--- src/rtl/control_pkg.sv ---
// Shared control/ALU definitions for the multi-cycle RV32I controller.
// Opcodes, funct3 codes, FSM states and store byte-enable patterns.
package control_pkg;

  localparam int ALU_CID_W = 10;

  localparam logic [6:0] OP_R     = 7'h33;
  localparam logic [6:0] OP_I     = 7'h13;
  localparam logic [6:0] OP_LOAD  = 7'h03;
  localparam logic [6:0] OP_S     = 7'h23;
  localparam logic [6:0] OP_B     = 7'h63;
  localparam logic [6:0] OP_JAL   = 7'h6F;
  localparam logic [6:0] OP_JALR  = 7'h67;
  localparam logic [6:0] OP_LUI   = 7'h37;
  localparam logic [6:0] OP_AUIPC = 7'h17;

  localparam logic [2:0] F3_BEQ  = 3'b000;
  localparam logic [2:0] F3_BNE  = 3'b001;
  localparam logic [2:0] F3_BLT  = 3'b100;
  localparam logic [2:0] F3_BGE  = 3'b101;
  localparam logic [2:0] F3_BLTU = 3'b110;
  localparam logic [2:0] F3_BGEU = 3'b111;
  localparam logic [2:0] F3_SLL  = 3'b001;
  localparam logic [2:0] F3_SR   = 3'b101;

  localparam logic [1:0] SZ_B = 2'b00;
  localparam logic [1:0] SZ_H = 2'b01;

  localparam logic [3:0] BE_B = 4'b0001;
  localparam logic [3:0] BE_H = 4'b0011;
  localparam logic [3:0] BE_W = 4'b1111;

  typedef enum logic [2:0] {
    S_FETCH,
    S_DECODE,
    S_EXEC,
    S_MEM,
    S_WB,
    S_TRAP
  } state_t;

  function automatic logic legal_op(input logic [6:0] op);
    return (op == OP_R) || (op == OP_I) || (op == OP_LOAD) ||
           (op == OP_S) || (op == OP_B) || (op == OP_JAL) ||
           (op == OP_JALR) || (op == OP_LUI) || (op == OP_AUIPC);
  endfunction

endpackage

--- src/rtl/control_mc_imm_gen.sv ---
// Immediate decoder: I/S/B/J/U formats, all sign-extended to 32 bits.
// Purely combinational, driven from the instruction register.
module imm_gen (
  input  logic [31:0] instr,
  output logic [31:0] imm_i,
  output logic [31:0] imm_s,
  output logic [31:0] imm_b,
  output logic [31:0] imm_j,
  output logic [31:0] imm_u
);

  assign imm_i = {{20{instr[31]}}, instr[31:20]};
  assign imm_s = {{20{instr[31]}}, instr[31:25], instr[11:7]};
  assign imm_b = {{19{instr[31]}}, instr[31], instr[7],
                  instr[30:25], instr[11:8], 1'b0};
  assign imm_j = {{11{instr[31]}}, instr[31], instr[19:12],
                  instr[20], instr[30:21], 1'b0};
  assign imm_u = {instr[31:12], 12'b0};

endmodule

--- src/rtl/control_mc.sv ---
// Multi-cycle RV32I control unit: FETCH/DECODE/EXEC/MEM/WB/TRAP.
// Optional CONTROL_MISALIGN_TRAP_EN traps misaligned accesses/targets.
module control_mc
  import control_pkg::*;
#(
  parameter logic [31:0] RESET_PC  = 32'h0000_0000,
  parameter int          ALU_CID_W = 10
) (
  input  logic                 clk_in,
  input  logic                 rst_in,
  output logic                 imem_req_out,
  output logic [31:0]          imem_addr_out,
  input  logic                 imem_ack_in,
  input  logic [31:0]          imem_data_in,
  output logic                 dmem_req_out,
  output logic                 dmem_we_out,
  output logic [31:0]          dmem_addr_out,
  output logic [3:0]           dmem_be_out,
  output logic [31:0]          dmem_wdata_out,
  input  logic                 dmem_ack_in,
  input  logic [31:0]          dmem_rdata_in,
  output logic [4:0]           reg_rd_idx1_out,
  output logic [4:0]           reg_rd_idx2_out,
  input  logic [31:0]          reg_rd_data1_in,
  input  logic [31:0]          reg_rd_data2_in,
  output logic                 reg_wr_en_out,
  output logic [4:0]           reg_wr_idx_out,
  output logic [31:0]          reg_wr_data_out,
  output logic [ALU_CID_W-1:0] alu_cid_out,
  output logic [31:0]          alu_arg1_out,
  output logic [31:0]          alu_arg2_out,
  input  logic [31:0]          alu_res_in,
  output logic [31:0]          pc_out,
  output logic                 retire_out,
  output logic                 trap_out
);

  state_t state, state_nx;

  logic [31:0] pc, ir, a, b, imm, res, npc, ea, wdata;
  logic [3:0]  be;

  logic [6:0] op, f7;
  logic [2:0] f3;
  logic [4:0] rd;
  logic       is_r, is_i, is_ld, is_st, is_br;
  logic       is_jal, is_jalr, is_lui, is_auipc;
  logic       is_shift, writes;

  logic [31:0] imm_i, imm_s, imm_b, imm_j, imm_u, imm_sel;
  logic [31:0] sum, br_tgt, tgt, ea_mask, ea_al, exec_res, ld;
  logic [31:0] st_data;
  logic [3:0]  st_be;
  logic [15:0] half;
  logic [7:0]  byte_v;
  logic        take, jump, misalign;

  assign op = ir[6:0];
  assign rd = ir[11:7];
  assign f3 = ir[14:12];
  assign f7 = ir[31:25];

  assign is_r     = op == OP_R;
  assign is_i     = op == OP_I;
  assign is_ld    = op == OP_LOAD;
  assign is_st    = op == OP_S;
  assign is_br    = op == OP_B;
  assign is_jal   = op == OP_JAL;
  assign is_jalr  = op == OP_JALR;
  assign is_lui   = op == OP_LUI;
  assign is_auipc = op == OP_AUIPC;
  assign is_shift = is_i && (f3 == F3_SLL || f3 == F3_SR);
  assign writes   = is_r || is_i || is_ld || is_jal ||
                    is_jalr || is_lui || is_auipc;

  imm_gen u_imm (
    .instr (ir),
    .imm_i (imm_i),
    .imm_s (imm_s),
    .imm_b (imm_b),
    .imm_j (imm_j),
    .imm_u (imm_u)
  );

  // pick the immediate format for the current opcode
  always_comb begin
    imm_sel = imm_i;
    unique case (1'b1)
      is_st:            imm_sel = imm_s;
      is_br:            imm_sel = imm_b;
      is_jal:           imm_sel = imm_j;
      is_lui, is_auipc: imm_sel = imm_u;
      default:          imm_sel = imm_i;
    endcase
  end

  // branch condition from latched rs1/rs2
  always_comb begin
    take = 1'b0;
    case (f3)
      F3_BEQ:  take = a == b;
      F3_BNE:  take = a != b;
      F3_BLT:  take = $signed(a) < $signed(b);
      F3_BGE:  take = $signed(a) >= $signed(b);
      F3_BLTU: take = a < b;
      F3_BGEU: take = a >= b;
      default: take = 1'b0;
    endcase
  end

  assign sum    = a + imm;
  assign br_tgt = pc + imm;
  assign tgt    = is_jalr ? {sum[31:1], 1'b0} : br_tgt;
  assign jump   = is_jal || is_jalr || (is_br && take);

  // access size comes from funct3[1:0]: byte, half, else word
  always_comb begin
    ea_mask = 32'hFFFF_FFFC;
    st_be   = BE_W;
    st_data = b;
    case (f3[1:0])
      SZ_B: begin
        ea_mask = 32'hFFFF_FFFF;
        st_be   = BE_B << ea_al[1:0];
        st_data = {4{b[7:0]}};
      end
      SZ_H: begin
        ea_mask = 32'hFFFF_FFFE;
        st_be   = BE_H << {ea_al[1], 1'b0};
        st_data = {2{b[15:0]}};
      end
      default: begin
        ea_mask = 32'hFFFF_FFFC;
        st_be   = BE_W;
        st_data = b;
      end
    endcase
  end

  assign ea_al = sum & ea_mask;

`ifdef CONTROL_MISALIGN_TRAP_EN
  logic mis_mem;
  assign mis_mem  = (is_ld || is_st) && ((sum & ~ea_mask) != 32'h0);
  assign misalign = mis_mem || (jump && tgt[1]);
`else
  assign misalign = 1'b0;
`endif

  // result produced in EXEC for non-load writebacks
  always_comb begin
    exec_res = alu_res_in;
    unique case (1'b1)
      is_jal, is_jalr: exec_res = pc + 32'd4;
      is_lui:          exec_res = imm;
      is_auipc:        exec_res = br_tgt;
      default:         exec_res = alu_res_in;
    endcase
  end

  assign byte_v = dmem_rdata_in[{ea[1:0], 3'b000} +: 8];
  assign half   = ea[1] ? dmem_rdata_in[31:16] : dmem_rdata_in[15:0];

  // load lane select and extension
  always_comb begin
    ld = dmem_rdata_in;
    case (f3[1:0])
      SZ_B:    ld = f3[2] ? {24'b0, byte_v} : {{24{byte_v[7]}}, byte_v};
      SZ_H:    ld = f3[2] ? {16'b0, half} : {{16{half[15]}}, half};
      default: ld = dmem_rdata_in;
    endcase
  end

  // state register
  always_ff @(posedge clk_in or posedge rst_in) begin
    if (rst_in) state <= S_FETCH;
    else        state <= state_nx;
  end

  // next state and handshake/strobe outputs
  always_comb begin
    state_nx      = state;
    imem_req_out  = 1'b0;
    dmem_req_out  = 1'b0;
    dmem_we_out   = 1'b0;
    dmem_be_out   = 4'h0;
    reg_wr_en_out = 1'b0;
    retire_out    = 1'b0;
    trap_out      = 1'b0;
    unique case (state)
      S_FETCH: begin
        imem_req_out = ~rst_in;
        if (imem_ack_in) state_nx = S_DECODE;
      end
      S_DECODE: begin
        state_nx = legal_op(op) ? S_EXEC : S_TRAP;
      end
      S_EXEC: begin
        if (misalign)          state_nx = S_TRAP;
        else if (is_ld || is_st) state_nx = S_MEM;
        else                   state_nx = S_WB;
      end
      S_MEM: begin
        dmem_req_out = 1'b1;
        dmem_we_out  = is_st;
        dmem_be_out  = is_st ? be : 4'h0;
        if (dmem_ack_in) state_nx = S_WB;
      end
      S_WB: begin
        reg_wr_en_out = writes && (rd != 5'd0);
        retire_out    = 1'b1;
        state_nx      = S_FETCH;
      end
      S_TRAP: begin
        trap_out = 1'b1;
      end
      default: state_nx = S_TRAP;
    endcase
  end

  // datapath registers advanced per state
  always_ff @(posedge clk_in or posedge rst_in) begin
    if (rst_in) begin
      pc    <= RESET_PC;
      ir    <= 32'h0;
      a     <= 32'h0;
      b     <= 32'h0;
      imm   <= 32'h0;
      res   <= 32'h0;
      npc   <= 32'h0;
      ea    <= 32'h0;
      be    <= 4'h0;
      wdata <= 32'h0;
    end else begin
      case (state)
        S_FETCH: if (imem_ack_in) ir <= imem_data_in;
        S_DECODE: begin
          a   <= reg_rd_data1_in;
          b   <= reg_rd_data2_in;
          imm <= imm_sel;
        end
        S_EXEC: begin
          res   <= exec_res;
          npc   <= jump ? (tgt & ~32'h2) : pc + 32'd4;
          ea    <= ea_al;
          be    <= st_be;
          wdata <= st_data;
        end
        S_MEM: if (dmem_ack_in && is_ld) res <= ld;
        S_WB: pc <= npc;
        default: ;
      endcase
    end
  end

  assign imem_addr_out   = pc;
  assign pc_out          = pc;
  assign dmem_addr_out   = ea;
  assign dmem_wdata_out  = wdata;
  assign reg_rd_idx1_out = ir[19:15];
  assign reg_rd_idx2_out = ir[24:20];
  assign reg_wr_idx_out  = rd;
  assign reg_wr_data_out = res;
  assign alu_arg1_out    = a;
  assign alu_arg2_out    = is_r ? b :
                           is_shift ? {27'b0, imm[4:0]} : imm;
  assign alu_cid_out     = ALU_CID_W'((is_r || is_shift) ?
                           {f3, f7} : {f3, 7'b0});

endmodule

--- config.mk ---
export PLATFORM = sky130hd
export DESIGN_NAME = control_mc
export DESIGN_NICKNAME = d
export VERILOG_FILES = /design/src/rtl/control_pkg.sv /design/src/rtl/control_mc_imm_gen.sv /design/src/rtl/control_mc.sv
export SDC_FILE = /design/constraint.sdc
export NUM_CORES = 1
export LEC_CHECK = 0
export ABC_AREA = 1
export CAP_MARGIN = 20
export CORE_ASPECT_RATIO = 1.5
export CORE_MARGIN = 10
export CORE_UTILIZATION = 52
export DETAILED_ROUTE_END_ITERATION = 7
export PLACE_DENSITY = 0.81
export SLEW_MARGIN = 40
export SYNTH_ARGS = -nofsm -noshare
export SYNTH_HDL_FRONTEND = slang
export SYNTH_SLANG_ARGS = --single-unit
--- constraint.sdc ---
create_clock -name clk_in -period 10.84 [get_ports clk_in]
set_clock_uncertainty 0.1 [all_clocks]
set_input_delay 1.626 -clock clk_in [delete_from_list [all_inputs] [get_ports clk_in]]
set_output_delay 1.626 -clock clk_in [all_outputs]
set_load 0.05 [all_outputs]
==> impl_metrics.csv <==
group,metric,value,unit
logic_synthesis,synth_mux_area_share,0.981,%
timing,maxSlewViolCount,0,
timing,slew-limit-headroom,40.8,%
global_route,grt_antenna_before_repair,2,
logic_synthesis,yosys_warnings,0,
logic_synthesis,ys_types,55,
logic_synthesis,avgSynthCellArea,7.09,um^2
route,routed_wl,94000,um
logic_synthesis,netlist_instances,2808,
route,wl_per_cell,25.9,um
logic_synthesis,synth_nets,3069,
timing,min_period_over_period,58.1,%
setup_path,required,9.11,ns
logic_synthesis,seq_area_frac_synth,37.1,%
setup_path,criticalPathCategory,"flip-flop to output pin",
finish,fin_nets,3381,
route,via_per_inst,6.08,
global_route,grt_overflow_total,0,
pwr,ir_worst_vdd,234,uV
die,die_area,46700,um^2
logic_synthesis,synth_edf_count,0,
setup_path,worstPathArrival,4.57,ns
global_route,grt_start_max_net_pins,154,
clock_tree,cts_buffers,30,
setup_path,critPathMaxFanout,24,
placement,place_hpwl,73600,um
global_route,grt_pass1_wl,137000,um
clock_tree,holdBufCountCts,0,
route,first_pass_iters,7,
die,fp.dieH,260,um
timing,max_slew.worst_pin.slew,0.888,ns
timing,fin_crit,6.30,ns
global_route,grt_pass1_vias,21700,
global_route,grtUsageTotal,38.3,%
clock_tree,post_cts_resized,0,
hold_path,hold_class,"flip-flop to flip-flop",
finish,syn_to_final_growth,26.4,%
timing,max_freq,159,MHz
die,pin_count,423,
placement,placedCellCount,3576,
die,core_area,37700,um^2
status,outcome,"completed",
placement,io_buffers,422,
route,antenna_left,0,
logic_synthesis,synth_xor_area_share,2.42,%
die,die_w,180,um
clock_tree,clockBufferDepth,3,
die,start_util,52.8,%
finish,final_cells,3630,
logic_synthesis,syn_area,19900,um^2
clock_tree,clockRootBuffer,"clkbuf_16",
timing,finalHoldViolations,0,
logic_synthesis,synthAdderAreaFrac,6.17,%
setup_path,startpoint_type,"flip-flop",
clock_tree,post_cts_buffers,0,
die,core.rowCount,87,
finish,drive_gt1_share,4.05,%
flow_run,drv_cap,0,
clock_tree,htree_levels,1,
route,drc,0,
clock_tree,cts_sinks,295,
clock_tree,path_clk_slew,0.07,ns
placement,routabilityCongestion,1.08,
logic_synthesis,synth_ff_type,"dfrtp_1",
logic_synthesis,synth_compound_area_share,16.1,%
route,vias,22100,
logic_synthesis,synth_seq_cells,295,
setup_path,cp-end-kind,"output pin",
logic_synthesis,synthSimpleGateAreaFrac,26.9,%
timing,setup_tns,0,ns
timing,rsz0062_at_grt,"false",
pwr,leakage,12.0,nW
route,drt_iter0_drc,2579,
pwr,power,8.66,mW
clock_tree,cts_tree,"done",
timing,setup_viol,0,
logic_synthesis,synth_top_family_by_area,"simple AND/OR/NAND/NOR gates",
pwr,cellPowerDensity,345,nW/um^2
logic_synthesis,async_reset_ff_share,100,%
clock_tree,clk_latency,0.61,ns
## synth_stat cells (15+ instances only)
| library cell | instances | share of area [%] |
|---|---|---|
| buf_2 | 15 | 0.38 |
| nand3_1 | 169 | 4.3 |
| o21a_1 | 15 | 0.57 |
| dfrtp_1 | 295 | 37 |
| o21ai_0 | 231 | 5.8 |
| o22ai_1 | 49 | 1.5 |
| inv_1 | 312 | 5.9 |
| nand2_1 | 855 | 16 |
| ha_1 | 95 | 6.0 |
| o211ai_1 | 16 | 0.60 |
| nor3_1 | 26 | 0.65 |
| nand4_1 | 24 | 0.75 |
| buf_4 | 54 | 2.0 |
| clkbuf_1 | 81 | 1.5 |
| a21oi_1 | 160 | 4.0 |
| xor2_1 | 43 | 1.9 |
| nor2_1 | 185 | 3.5 |
| o221ai_1 | 24 | 1.1 |
## worst max-delay path: stages, from the launching register on
cell	delay (ns)
dfrtp_1	0.41
inv_1	0.10
nor2_2	0.64
inv_1	0.37
nor4_1	0.48
nor2_1	0.08
buf_4	0.21
inv_1	0.64
o22ai_1	0.24
clkdlybuf4s50_1	0.77
## layout by cell type, fill, tap and decap left out, drive strengths merged, types with 49 or more instances in the layout
cell type	netlist	layout
nand2	860	860
inv	319	319
o22ai	49	49
ha	95	95
nor2	198	198
dfrtp	295	295
clkdlybuf4s50	0	422
nand3	171	171
a21oi	161	161
o21ai	240	240
## kinds of logic (layout without fill, tap and decap cells)
kind of cell | count (synthesis) | after routing
XOR/XNOR | 55 | 55
other | 0 | 2
flip-flops | 295 | 295
adder cells (fa/ha/maj) | 97 | 97
AO/OA/AOI/OAI | 561 | 561
buffers and inverters | 482 | 813
AND/OR/NAND/NOR | 1300 | 1300
multiplexers | 18 | 18
## flip-flops by register name, indices dropped and copies added, names as in the netlist
name	count
dmem_wdata_out	32
npc	32
reg_wr_data_out	32
imem_addr_out	32
dmem_addr_out	32
ir	32
alu_arg1_out	32
imm	32
b	32
be	4
state	3
## power by group
part | switching [mW] | leakage (nW) | internal (mW) | total (mW)
clock network | 0.480 | 0.489 | 0.606 | 1.09
registers | 0.554 | 3.77 | 1.51 | 2.06
logic | 3.92 | 7.78 | 1.59 | 5.51
total | 4.96 | 12.0 | 3.70 | 8.66
## final timing paths
path	from	end	slack, ns	cells past startpoint
setup / recovery	ir[12]$_DFFE_PP0P_	alu_arg2_out[18]	4.54	9
hold / removal	dmem_addr_out[13]$_DFFE_PP0P_	dmem_addr_out[13]$_DFFE_PP0P_	0.38	2
setup reg to reg	state[2]$_DFFE_PP0P_	reg_wr_data_out[14]$_DFFE_PP0P_	6.83	7
hold reg to reg	dmem_addr_out[13]$_DFFE_PP0P_	dmem_addr_out[13]$_DFFE_PP0P_	0.38	2
max in group asynchronous	rst_in	b[28]$_DFFE_PP0P_	7.79	4
min in group asynchronous	rst_in	reg_wr_data_out[7]$_DFFE_PP0P_	1.52	2
## metal layers
metal	up-vias	share of wire, %	track usage [%]
met4	2	9.3	29.4
met3	393	9.8	7.00
met1	10200	34	42.9
met5	-	0.012	0
li1	9781	-	-
met2	1653	47	64.0
## cell type report
class / count / area [um^2]
inverter: 320 / 1220
timing repair buffer: 442 / 4430
fill: 3277 / 12500
tap: 489 / 612
sequential: 295 / 7380
antenna: 2 / 5.00
clock inverter: 15 / 189
clock buffer: 36 / 813
multi-input combinational: 2031 / 10500
## through the flow
stage	setup WS, ns	area (um^2)	hold WS [ns]	utilization [%]
after floorplan	0.967	19900	0.349	-
after global placement	5.56	24100	0.359	63.9
after detailed placement	5.35	24100	0.365	64.0
after CTS	4.66	25100	0.381	66.7
after global routing	4.40	25100	0.395	66.7
final	4.54	25100	0.382	66.8
(Power assumes the default switching activity.)
